--- src/rtl/ctrl_pkg.sv ---
// ---------------------------------------------------------------------------
// ctrl_pkg
//
// Shared types and constants for the multicycle RV32I control FSM.
//   state_e   : FSM states. TRAP exists only when ILLEGAL_TRAP_EN is defined.
//   pc_sel_e  : next-PC source select driven with pc_en_o.
//   wb_sel_e  : register-file write-back source select.
//   CLS_*     : bit positions of the one-hot instruction-class vector.
//   class_legal() : true when exactly one class flag is set.
//
// Build option: ILLEGAL_TRAP_EN adds the TRAP state.
// ---------------------------------------------------------------------------
package ctrl_pkg;

  localparam int CLS_W      = 8;
  localparam int CLS_R_TYPE = 0;
  localparam int CLS_I_TYPE = 1;
  localparam int CLS_LOAD   = 2;
  localparam int CLS_STORE  = 3;
  localparam int CLS_BRANCH = 4;
  localparam int CLS_JALR   = 5;
  localparam int CLS_JAL    = 6;
  localparam int CLS_LUI    = 7;

  typedef enum logic [2:0] {
    FETCH  = 3'd0,
    DECODE = 3'd1,
    EXEC   = 3'd2,
    MEM    = 3'd3,
    WB     = 3'd4
`ifdef ILLEGAL_TRAP_EN
    ,
    TRAP   = 3'd5
`endif
  } state_e;

  typedef enum logic [1:0] {
    PC_PLUS4  = 2'd0,  // PC + 4
    PC_BRANCH = 2'd1,  // PC + imm (taken branch, jal)
    PC_JALR   = 2'd2,  // (rs1 + imm) & ~1
    PC_TRAP   = 2'd3   // trap vector
  } pc_sel_e;

  typedef enum logic [1:0] {
    WB_ALU  = 2'd0,
    WB_LOAD = 2'd1,
    WB_LINK = 2'd2,    // PC + 4 for jal/jalr
    WB_IMM  = 2'd3     // lui
  } wb_sel_e;

  // Exactly one bit set: non-zero and clearing the lowest set bit leaves zero.
  function automatic logic class_legal(input logic [CLS_W-1:0] cls);
    return (cls != '0) && ((cls & (cls - 8'd1)) == '0);
  endfunction

endpackage

--- src/rtl/ctrl_outdec.sv ---
// ---------------------------------------------------------------------------
// ctrl_outdec
//
// Combinational output map of the multicycle controller. Every control
// output is a function of the registered state and the latched class
// register. The only input-dependent terms are the handshake completions
// that end a wait state in the same cycle (ir_en on imem_valid, store
// retire on dmem_ack) and the branch PC select in EXEC.
//
// Handshake semantics: a request (imem_req / dmem_req) is held high every
// cycle the FSM waits in FETCH / MEM; the transfer completes in the cycle
// the matching valid/ack is high, and the request may drop without
// completion when rst is asserted.
//
// Ports:
//   rst            : synchronous reset; forces every output to 0
//   state          : current FSM state
//   cls            : latched one-hot instruction class
//   branch_taken   : branch comparator result (used in EXEC)
//   imem_valid     : fetch data valid
//   dmem_ack       : data access complete
//   imem_req .. trap : control outputs, see multicycle_ctrl
//
// Build option: ILLEGAL_TRAP_EN enables the TRAP state decode.
// ---------------------------------------------------------------------------
module ctrl_outdec
  import ctrl_pkg::*;
(
  input  logic             rst,
  input  state_e           state,
  input  logic [CLS_W-1:0] cls,
  input  logic             branch_taken,
  input  logic             imem_valid,
  input  logic             dmem_ack,
  output logic             imem_req,
  output logic             ir_en,
  output logic             dmem_req,
  output logic             dmem_we,
  output logic             pc_en,
  output logic [1:0]       pc_sel,
  output logic             alu_b_imm,
  output logic             rf_we,
  output logic [1:0]       wb_sel,
  output logic             retire,
  output logic             trap
);

  logic legal;
  logic is_jump;

  assign legal   = class_legal(cls);
  assign is_jump = cls[CLS_JAL] | cls[CLS_JALR];

  always_comb begin
    imem_req  = 1'b0;
    ir_en     = 1'b0;
    dmem_req  = 1'b0;
    dmem_we   = 1'b0;
    pc_en     = 1'b0;
    pc_sel    = PC_PLUS4;
    alu_b_imm = 1'b0;
    rf_we     = 1'b0;
    wb_sel    = WB_ALU;
    retire    = 1'b0;
    trap      = 1'b0;

    if (!rst) begin
      case (state)
        FETCH: begin
          imem_req = 1'b1;
          ir_en    = imem_valid;
        end

        DECODE: begin
          // Class flags are being latched; nothing is driven.
        end

        EXEC: begin
          if (!legal) begin
            // Illegal class without the trap build behaves as a NOP.
            pc_en  = 1'b1;
            pc_sel = PC_PLUS4;
            retire = 1'b1;
          end else begin
            alu_b_imm = cls[CLS_I_TYPE] | cls[CLS_LOAD] | cls[CLS_STORE];
            if (cls[CLS_BRANCH]) begin
              pc_en  = 1'b1;
              pc_sel = branch_taken ? PC_BRANCH : PC_PLUS4;
              retire = 1'b1;
            end else if (cls[CLS_JAL]) begin
              pc_en  = 1'b1;
              pc_sel = PC_BRANCH;
            end else if (cls[CLS_JALR]) begin
              pc_en  = 1'b1;
              pc_sel = PC_JALR;
            end
          end
        end

        MEM: begin
          dmem_req = 1'b1;
          dmem_we  = cls[CLS_STORE];
          // A store finishes in the ack cycle; a load still needs WB.
          if (dmem_ack && cls[CLS_STORE]) begin
            pc_en  = 1'b1;
            pc_sel = PC_PLUS4;
            retire = 1'b1;
          end
        end

        WB: begin
          rf_we  = 1'b1;
          retire = 1'b1;
          if (is_jump) begin
            wb_sel = WB_LINK;
          end else begin
            // Jumps already moved the PC in EXEC.
            pc_en  = 1'b1;
            pc_sel = PC_PLUS4;
            if (cls[CLS_LOAD])     wb_sel = WB_LOAD;
            else if (cls[CLS_LUI]) wb_sel = WB_IMM;
            else                   wb_sel = WB_ALU;
          end
        end

`ifdef ILLEGAL_TRAP_EN
        TRAP: begin
          trap   = 1'b1;
          pc_en  = 1'b1;
          pc_sel = PC_TRAP;
        end
`endif

        default: begin
        end
      endcase
    end
  end

endmodule

--- src/rtl/multicycle_ctrl.sv ---
// ---------------------------------------------------------------------------
// multicycle_ctrl
//
// Multicycle control FSM for an RV32I datapath. Sequences each instruction
// through FETCH, DECODE, EXEC, MEM and WB, drives the datapath enables and
// counts retired instructions.
//
// Ports:
//   clk_i, rst_i       : clock, synchronous active-high reset
//   *_type_i .. lui_i  : one-hot class flags from the decoder (DECODE)
//   branch_taken_i     : branch comparator result (EXEC)
//   imem_valid_i       : fetch data valid
//   dmem_ack_i         : data access complete
//   imem_req_o, ir_en_o, dmem_req_o, dmem_we_o, pc_en_o, pc_sel_o,
//   alu_b_imm_o, rf_we_o, wb_sel_o : datapath control
//   retire_o           : pulse in the last cycle of each instruction
//   instret_o          : retired count, wraps modulo 2^INSTRET_W
//   trap_o             : illegal-instruction pulse (trap build only)
//
// Parameter INSTRET_W : retired-counter width.
// Build option: ILLEGAL_TRAP_EN routes illegal classes to a TRAP state;
// without it they retire as a NOP and trap_o stays 0.
// ---------------------------------------------------------------------------
module multicycle_ctrl
  import ctrl_pkg::*;
#(
  parameter int INSTRET_W = 32
) (
  input  logic                 clk_i,
  input  logic                 rst_i,
  input  logic                 r_type_i,
  input  logic                 i_type_i,
  input  logic                 load_i,
  input  logic                 store_i,
  input  logic                 branch_i,
  input  logic                 jalr_i,
  input  logic                 jal_i,
  input  logic                 lui_i,
  input  logic                 branch_taken_i,
  input  logic                 imem_valid_i,
  input  logic                 dmem_ack_i,
  output logic                 imem_req_o,
  output logic                 ir_en_o,
  output logic                 dmem_req_o,
  output logic                 dmem_we_o,
  output logic                 pc_en_o,
  output logic [1:0]           pc_sel_o,
  output logic                 alu_b_imm_o,
  output logic                 rf_we_o,
  output logic [1:0]           wb_sel_o,
  output logic                 retire_o,
  output logic [INSTRET_W-1:0] instret_o,
  output logic                 trap_o
);

  state_e                state_q;
  logic [CLS_W-1:0]      cls_q;
  logic [CLS_W-1:0]      flags;
  logic [INSTRET_W-1:0]  instret_q;

  assign flags = {lui_i, jal_i, jalr_i, branch_i,
                  store_i, load_i, i_type_i, r_type_i};

  // Every output reads 0 during reset, including the counter.
  assign instret_o = rst_i ? '0 : instret_q;

  ctrl_outdec u_outdec (
    .rst          (rst_i),
    .state        (state_q),
    .cls          (cls_q),
    .branch_taken (branch_taken_i),
    .imem_valid   (imem_valid_i),
    .dmem_ack     (dmem_ack_i),
    .imem_req     (imem_req_o),
    .ir_en        (ir_en_o),
    .dmem_req     (dmem_req_o),
    .dmem_we      (dmem_we_o),
    .pc_en        (pc_en_o),
    .pc_sel       (pc_sel_o),
    .alu_b_imm    (alu_b_imm_o),
    .rf_we        (rf_we_o),
    .wb_sel       (wb_sel_o),
    .retire       (retire_o),
    .trap         (trap_o)
  );

  always_ff @(posedge clk_i) begin
    if (rst_i) begin
      state_q   <= FETCH;
      cls_q     <= '0;
      instret_q <= '0;
    end else begin
      if (retire_o) begin
        instret_q <= instret_q + INSTRET_W'(1);
      end

      case (state_q)
        FETCH: begin
          if (imem_valid_i) state_q <= DECODE;
        end

        DECODE: begin
          cls_q <= flags;
`ifdef ILLEGAL_TRAP_EN
          state_q <= class_legal(flags) ? EXEC : TRAP;
`else
          state_q <= EXEC;
`endif
        end

        EXEC: begin
          if (!class_legal(cls_q))                 state_q <= FETCH;
          else if (cls_q[CLS_LOAD] | cls_q[CLS_STORE]) state_q <= MEM;
          else if (cls_q[CLS_BRANCH])              state_q <= FETCH;
          else                                     state_q <= WB;
        end

        MEM: begin
          if (dmem_ack_i) begin
            state_q <= cls_q[CLS_LOAD] ? WB : FETCH;
          end
        end

        WB: begin
          state_q <= FETCH;
        end

`ifdef ILLEGAL_TRAP_EN
        TRAP: begin
          state_q <= FETCH;
        end
`endif

        default: begin
          state_q <= FETCH;
        end
      endcase
    end
  end

endmodule
--- config.mk ---
export PLATFORM = sky130hd
export DESIGN_NAME = multicycle_ctrl
export DESIGN_NICKNAME = d
export VERILOG_FILES = /design/src/rtl/ctrl_pkg.sv /design/src/rtl/ctrl_outdec.sv /design/src/rtl/multicycle_ctrl.sv
export SDC_FILE = /design/constraint.sdc
export NUM_CORES = 1
export LEC_CHECK = 0
export ABC_AREA = 1
export CAP_MARGIN = 10
export CELL_PAD_IN_SITES_DETAIL_PLACEMENT = 0
export CELL_PAD_IN_SITES_GLOBAL_PLACEMENT = 1
export CORE_UTILIZATION = 35
export CTS_CLUSTER_SIZE = 40
export DETAILED_ROUTE_END_ITERATION = 10
export HOLD_SLACK_MARGIN = 0.03
export PLACE_DENSITY_LB_ADDON = 0.05
export SLEW_MARGIN = 20
export SYNTH_ARGS = -nofsm -noshare
export SYNTH_HDL_FRONTEND = slang
export SYNTH_SLANG_ARGS = --single-unit
--- constraint.sdc ---
create_clock -name clk_i -period 2.43 [get_ports clk_i]
set_input_delay 0.486 -clock clk_i [delete_from_list [all_inputs] [get_ports clk_i]]
set_output_delay 0.486 -clock clk_i [all_outputs]
set_load 0.01 [all_outputs]
==> flow_metrics.tcl, run 1 <==
set metrics [dict create \
    yosysMostFrequentCell "nand2_1" \
    tightest_slew_ps 596 \
    crit_chain "nor2_4 > nand3_1 > nand2_1 > inv_1 > nor2_2 > nand3_2 > nand2_4 > buf_4 > a31oi_1 > clkdlybuf4s15_1" \
    grt_max_degree 48 \
    drtIter0Drc 119 \
    p_switching_uw 571 \
    cts.clk_slew.worst_paths_ps 100 \
    place_congestion 0.810 \
    r2r_slack_ps 470 \
    slew_headroom_pct 59.9 \
    slowest_delay_ps 370 \
    numCtsBuffers 5 \
    num_vias 3318 \
    first_global_vias 3009 \
    placedCellCount 674 \
    async_flop_share_pct 0 \
    layout-area-overhead-vs-synth_pct 26.9 \
    worstSetupPathType "flip-flop to output pin" \
    post-place-ws_ps -114 \
    clockBufferDepth 2 \
    max_freq_mhz 437 \
    pwr-share-seq_pct 46.4 \
    worstHoldStart "instret_q[26]" \
    maxCapViolCount 0 \
    start_util_pct 36.4 \
    wire_per_inst_um 12.7 \
    hold_class "flip-flop to flip-flop" \
    vias_per_cell 4.84 \
    fin_ws_ps 144 \
    swShare_pct 34.0 \
    critical_path_buf_inv_count 3 \
    cts_root_buf "clkbuf_8" \
    dpl-instance-area_sq_um 3690 \
    r2r-start "cls_q[2]" \
    period_share_pct 94.1 \
    p_per_area_nw_per_um2 440 \
    synth_area_sq_um 3000 \
    synth_top_area_cell "dfxtp_1" \
    core_region_area_sq_um 8260 \
    synth.yosys.seq_area_share_pct 28.7 \
    io_buffers 56 \
    pwr-share-clk_pct 27.9 \
    grt_pass1_wl_mm 14.3 \
    setup_tns_ps 0 \
    cpMaxStageDelayCell "dfxtp_4" \
    synth_top_area_share_pct 28.7 \
    die_area_sq_um 8960 \
    ys_top_cells_by_count "nand2_1 (149), nor2_1 (95), inv_1 (69)" \
    htree_levels 2 \
    antenna_left 0 \
    die_w_um 94.6 \
    crit_fanout 6 \
    status "finished clean" \
    synth-edff-count 0 \
    post-route-min-period_ps 2290 \
    clock-sinks 43 \
    antenna_found_initial 0 \
    setup_viol 0 \
    yosysWarnings 0 \
    worst_setup_path_end_kind "output pin" \
    p_leak_uw 0.00151 \
    finalMaxSlewViolations 0 \
    die_height_um 94.6 \
    crit_family "simple AND/OR/NAND/NOR gates" \
    synth_seq_cells 43 \
    overflow 0 \
    ys_types 29 \
    syn_area_per_cell_sq_um 5.81 \
    fin_cells 685 \
    power_uw 1680 \
    antenna_cells 0 \
    reg2reg_depth 14 \
    ir_worst_vdd_uv 214 \
    dp_hpwl_mm 6.65 \
    p_int_uw 1110 \
    worst_ep_required_time_ps 1940 \
    firstDrtPassIters 4 \
    synthCells 517 \
    reg2reg_to "instret_q[23]" \
    top_level_ports 58 \
    fin_worst_skew_ps 17.0 \
    drive_above_1_share_pct 11.0 \
    hold_depth 2 \
    insertion_delay_ps 300 \
    grt_usage_pct 20.4 \
    synth_nets 531 \
    fin_nets 593 \
    cts_tree "yes" \
    min_delay_worst_endpoint "instret_q[26]" \
    finalHoldViolCount 0 \
    design_area_sq_um 3810 \
    routed_wl_mm 8.68 \
    placementRows 33 \
    remaining_drc_errors 0 \
    synth_area_leaders "dfxtp_1 (29%), nand2_1 (19%), nor2_1 (12%), inv_1 (8.6%), nand3_1 (6.5%)" \
    ys.flop_type "dfxtp_1" \
    start_kind "flip-flop" \
    combinationalPowerShare_pct 25.7 \
    critical_path_arrival_ps 1800 \
]
metal layers:
| layer | track usage (%) | part of all wire (%) |
|---|---|---|
| met5 | 0 | 0 |
| met1 | 27.5 | 52 |
| met4 | 4.17 | 0.83 |
| met3 | 3.22 | 3.8 |
| met2 | 34.1 | 43 |
power groups by stage:
stage               sequential (uW)  combinational (uW)  clock, uW
floorplan                       782                 294          0
global placement                791                 399          0
detailed placement              791                 401          0
CTS                             776                 401        479
global route                    782                 486        508
finish                          777                 431        468
state kept, by name, summed over array words and instances (netlist names):
signal	count
instret_q	32
cls_q	8
state_q	3
worst max path at each step:
| stage | start | end | slack (ps) | depth (start not counted) |
|---|---|---|---|---|
| 5_1_grt | cls_q[0] | pc_sel_o[1] | -3 | 8 |
| 3_5_place_dp | dmem_ack_i | retire_o | -110 | 8 |
| 3_3_place_gp | dmem_ack_i | retire_o | -90 | 8 |
| 6_report | cls_q[2] | pc_en_o | 140 | 10 |
| 2_1_floorplan | rst_i | dmem_req_o | 550 | 4 |
| 4_1_cts | cls_q[3] | alu_b_imm_o | 50 | 10 |
final cells by class:
class | count | area, sq um
inverters | 71 | 267
repair buffers | 73 | 668
fillers | 923 | 4450
flip-flops and latches | 43 | 866
clock buffers | 6 | 72.6
multi-input cells | 385 | 1790
well taps | 105 | 131
clock inverters | 2 | 12.5
logic make-up after synthesis:
logic type | Yosys count | synth area share [%]
AO/OA/AOI/OAI | 42 | 7.37
XOR/XNOR | 1 | 0.292
adder cells (fa/ha/maj) | 1 | 0.416
buffers and inverters | 89 | 12.4
flip-flops | 43 | 28.7
other | 1 | 0.125
AND/OR/NAND/NOR | 340 | 50.8
worst min-delay path, cell delays in order, from the launching register on:
cell,delay (ps)
dfxtp_1,330
nand2_1,70
a21oi_1,50
placed cells by master, fill, tap and decap left out, types with 2 or more instances in the layout:
cell type | synthesis | final
nor4_1 | 3 | 3
nand3_1 | 39 | 37
nand2_1 | 149 | 149
dfxtp_1 | 43 | 41
nor3_2 | 2 | 3
inv_2 | 2 | 4
clkdlybuf4s50_1 | 0 | 48
dlygate4sd2_1 | 0 | 2
inv_1 | 69 | 67
a21oi_1 | 26 | 26
clkbuf_8 | 0 | 5
o21ai_0 | 10 | 10
a31oi_1 | 4 | 4
nand2_2 | 4 | 3
nor2_1 | 95 | 94
nor2_2 | 3 | 4
nor2_4 | 5 | 5
nor3b_1 | 2 | 2
nand3_2 | 11 | 13
buf_4 | 1 | 17
nand4_1 | 6 | 6
clkbuf_2 | 0 | 3
nor3_1 | 20 | 19
stage by stage:
stage	hold slack, ps	util (%)
after floorplan	453	-
after global placement	468	44.7
after detailed placement	473	44.7
after CTS	490	45.7
after global routing	527	46.2
final	491	46.2
what timing repair did:
action	4_1_cts	5_1_grt
hold endpoints to repair	0	0
pin swaps	1	4
buffers inserted	0	3
hold buffers	0	0
endpoints found under the setup margin	6	5
cloned	0	0
gates resized for setup	9	15
No activity file was read; power rests on OpenSTA's default activity.
==> run 2, diff against run 1 <==
Settings changed: CORE_MARGIN from default to 4.
==> run 2 against run 1 <==
  * Utilization fell by 0.29 points
  * Global-route usage fell by 2.8 points
  * Combinational power fell by 3%
  * Count of clock-buffer cells in the layout rose by 1
  * Sequential share of layout area fell by 0.10 points
  * Highest routed layer unchanged
  * Largest cell class unchanged
  * Critical path type unchanged
  * First-iteration DRC count fell by 24%
  * Critical endpoint is now ir_en_o
==> flow_metrics.tcl, run 2 (same netlist as run 1, synthesis figures left out) <==
set metrics [dict create \
    die_area_sq_um 10100 \
    reg2reg_to "instret_q[23]" \
    combinationalPowerShare_pct 25.4 \
    status "finished clean" \
    setup_viol 0 \
    start_util_pct 36.2 \
    cts_tree "yes" \
    critical_path_arrival_ps 1770 \
    insertion_delay_ps 300 \
    highest_layer "met4" \
    vias_per_cell 4.81 \
    registers.top_by_ff_count "instret_q" \
    largest_register_ffs 32 \
    cts.clk_slew.worst_paths_ps 90 \
    layout_common_cells "nand2_1 (149), nor2_1 (94), inv_1 (68)" \
    r2r-start "state_q[1]" \
    r2r_slack_ps 470 \
    die_height_um 101 \
    grt_usage_pct 17.6 \
    p_int_uw 1100 \
    cpMaxStageDelayCell "clkdlybuf4s50_1" \
    crit_chain "nor2_1 > inv_1 > nor2_1 > inv_1 > nor3_1 > clkdlybuf4s50_1" \
    grt_max_degree 48 \
    hold_slack_ps 488 \
    placementRows 33 \
    worst_ep_required_time_ps 1940 \
    fin_worst_skew_ps 7.07 \
    wl_met3_um 322 \
    dr_wl_met2_mm 4.17 \
    crit_fanout 5 \
    io_buffers 56 \
    core_region_area_sq_um 8300 \
    finalMaxSlewViolations 0 \
    p_switching_uw 553 \
    place_congestion 0.789 \
    pwr-share-clk_pct 27.8 \
    hold_depth 2 \
    fin_nets 593 \
    final_common_cell "nand2_1" \
    holdBufCountCts 0 \
    remaining_drc_errors 0 \
    reg.largest.list "instret_q x32, cls_q x8, state_q x3" \
    drive_above_1_share_pct 10.0 \
    first_global_vias 3087 \
    overflow 0 \
    fin_util_pct 45.9 \
    finalHoldViolCount 0 \
    slowest_delay_ps 560 \
    drtIter0Drc 91 \
    swShare_pct 33.4 \
    worstSetupPathType "flip-flop to output pin" \
    grt_pass1_wl_mm 14.4 \
    num_vias 3296 \
    max_freq_mhz 443 \
    antenna_found_initial 0 \
    cts_root_buf "clkbuf_8" \
    start_kind "flip-flop" \
    tightest_slew_ps 579 \
    wl_met1_mm 4.04 \
    die_w_um 101 \
    antenna_left 0 \
    top_level_ports 58 \
    maxCapViolCount 0 \
    p_per_area_nw_per_um2 434 \
    hold_class "flip-flop to flip-flop" \
    antenna_cells 0 \
    dp_hpwl_mm 6.71 \
    min_delay_worst_endpoint "instret_q[30]" \
    firstDrtPassIters 5 \
    layout-area-overhead-vs-synth_pct 26.7 \
    rsz0062_at_grt "no" \
    wire_per_inst_um 12.6 \
    worst_setup_path_end_kind "output pin" \
    reg2reg_depth 10 \
    ir_worst_vdd_uv 246 \
    slew_headroom_pct 61.3 \
    numCtsBuffers 5 \
    routed_wl_mm 8.61 \
    p_leak_uw 0.00153 \
    post-route-min-period_ps 2260 \
    period_share_pct 93.0 \
    clock-sinks 43 \
    htree_levels 2 \
    worstHoldStart "instret_q[30]" \
    pwr-share-seq_pct 46.8 \
    clockBufferDepth 2 \
]
==> run 2: layer usage <==
metal  vias up  GRT usage, %
li1       1738             -
met1      1496          23.3
met2        54          30.0
met3         8          2.91
met4         0          3.63
met5         -             0
==> run 2: how the worst max path moves through the flow <==
stage / from / endpoint / slack [ps] / depth (start not counted)
floorplan: rst_i / dmem_req_o / 550 / 4
detailed placement: dmem_ack_i / retire_o / -250 / 8
finish: state_q[0] / ir_en_o / 170 / 6
CTS: dmem_ack_i / retire_o / -170 / 8
global route: cls_q[2] / retire_o / 6 / 11
global placement: dmem_ack_i / retire_o / -220 / 8
==> run 2: repair_timing <==
item / CTS / global route
setup buffers: 2 / 1
pin swaps: 1 / 1
setup endpoints to repair: 6 / 5
gates resized for setup: 7 / 12
==> run 2: final cells by class <==
type	count	area (sq um)
inverters	71	267
well taps	105	131
fillers	915	4490
multi-input cells	385	1790
flip-flops and latches	43	861
clock buffers	7	76.3
repair buffers	73	674
clock inverters	1	5.00
==> run 2: through the flow <==
step | total power [uW] | setup slack (ps) | setup TNS [ps] | cells | instance area (sq um)
after global placement | 1190 | -223 | -437 | 674 | 3690
after detailed placement | 1190 | -254 | -465 | 674 | 3690
after CTS | 1660 | -169 | -169 | 684 | 3790
after floorplan | 1080 | 553 | 0 | 517 | 3000
final | 1650 | 170 | 0 | 685 | 3810
after global routing | 1760 | 5.74 | 0 | 685 | 3810
==> run 2: power by group through the flow <==
stage,sequential (uW),clock (uW),combinational [uW]
2_1_floorplan,782,0,294
5_1_grt,780,502,473
3_5_place_dp,790,0,396
4_1_cts,774,478,410
3_3_place_gp,791,0,395
6_report,774,460,419
==> run 2: worst max-delay path, delay by kind of cell (launching register included) <==
family	cells	cell delay, ps
buffers and inverters	3	710
AND/OR/NAND/NOR	3	400
flip-flops	1	360
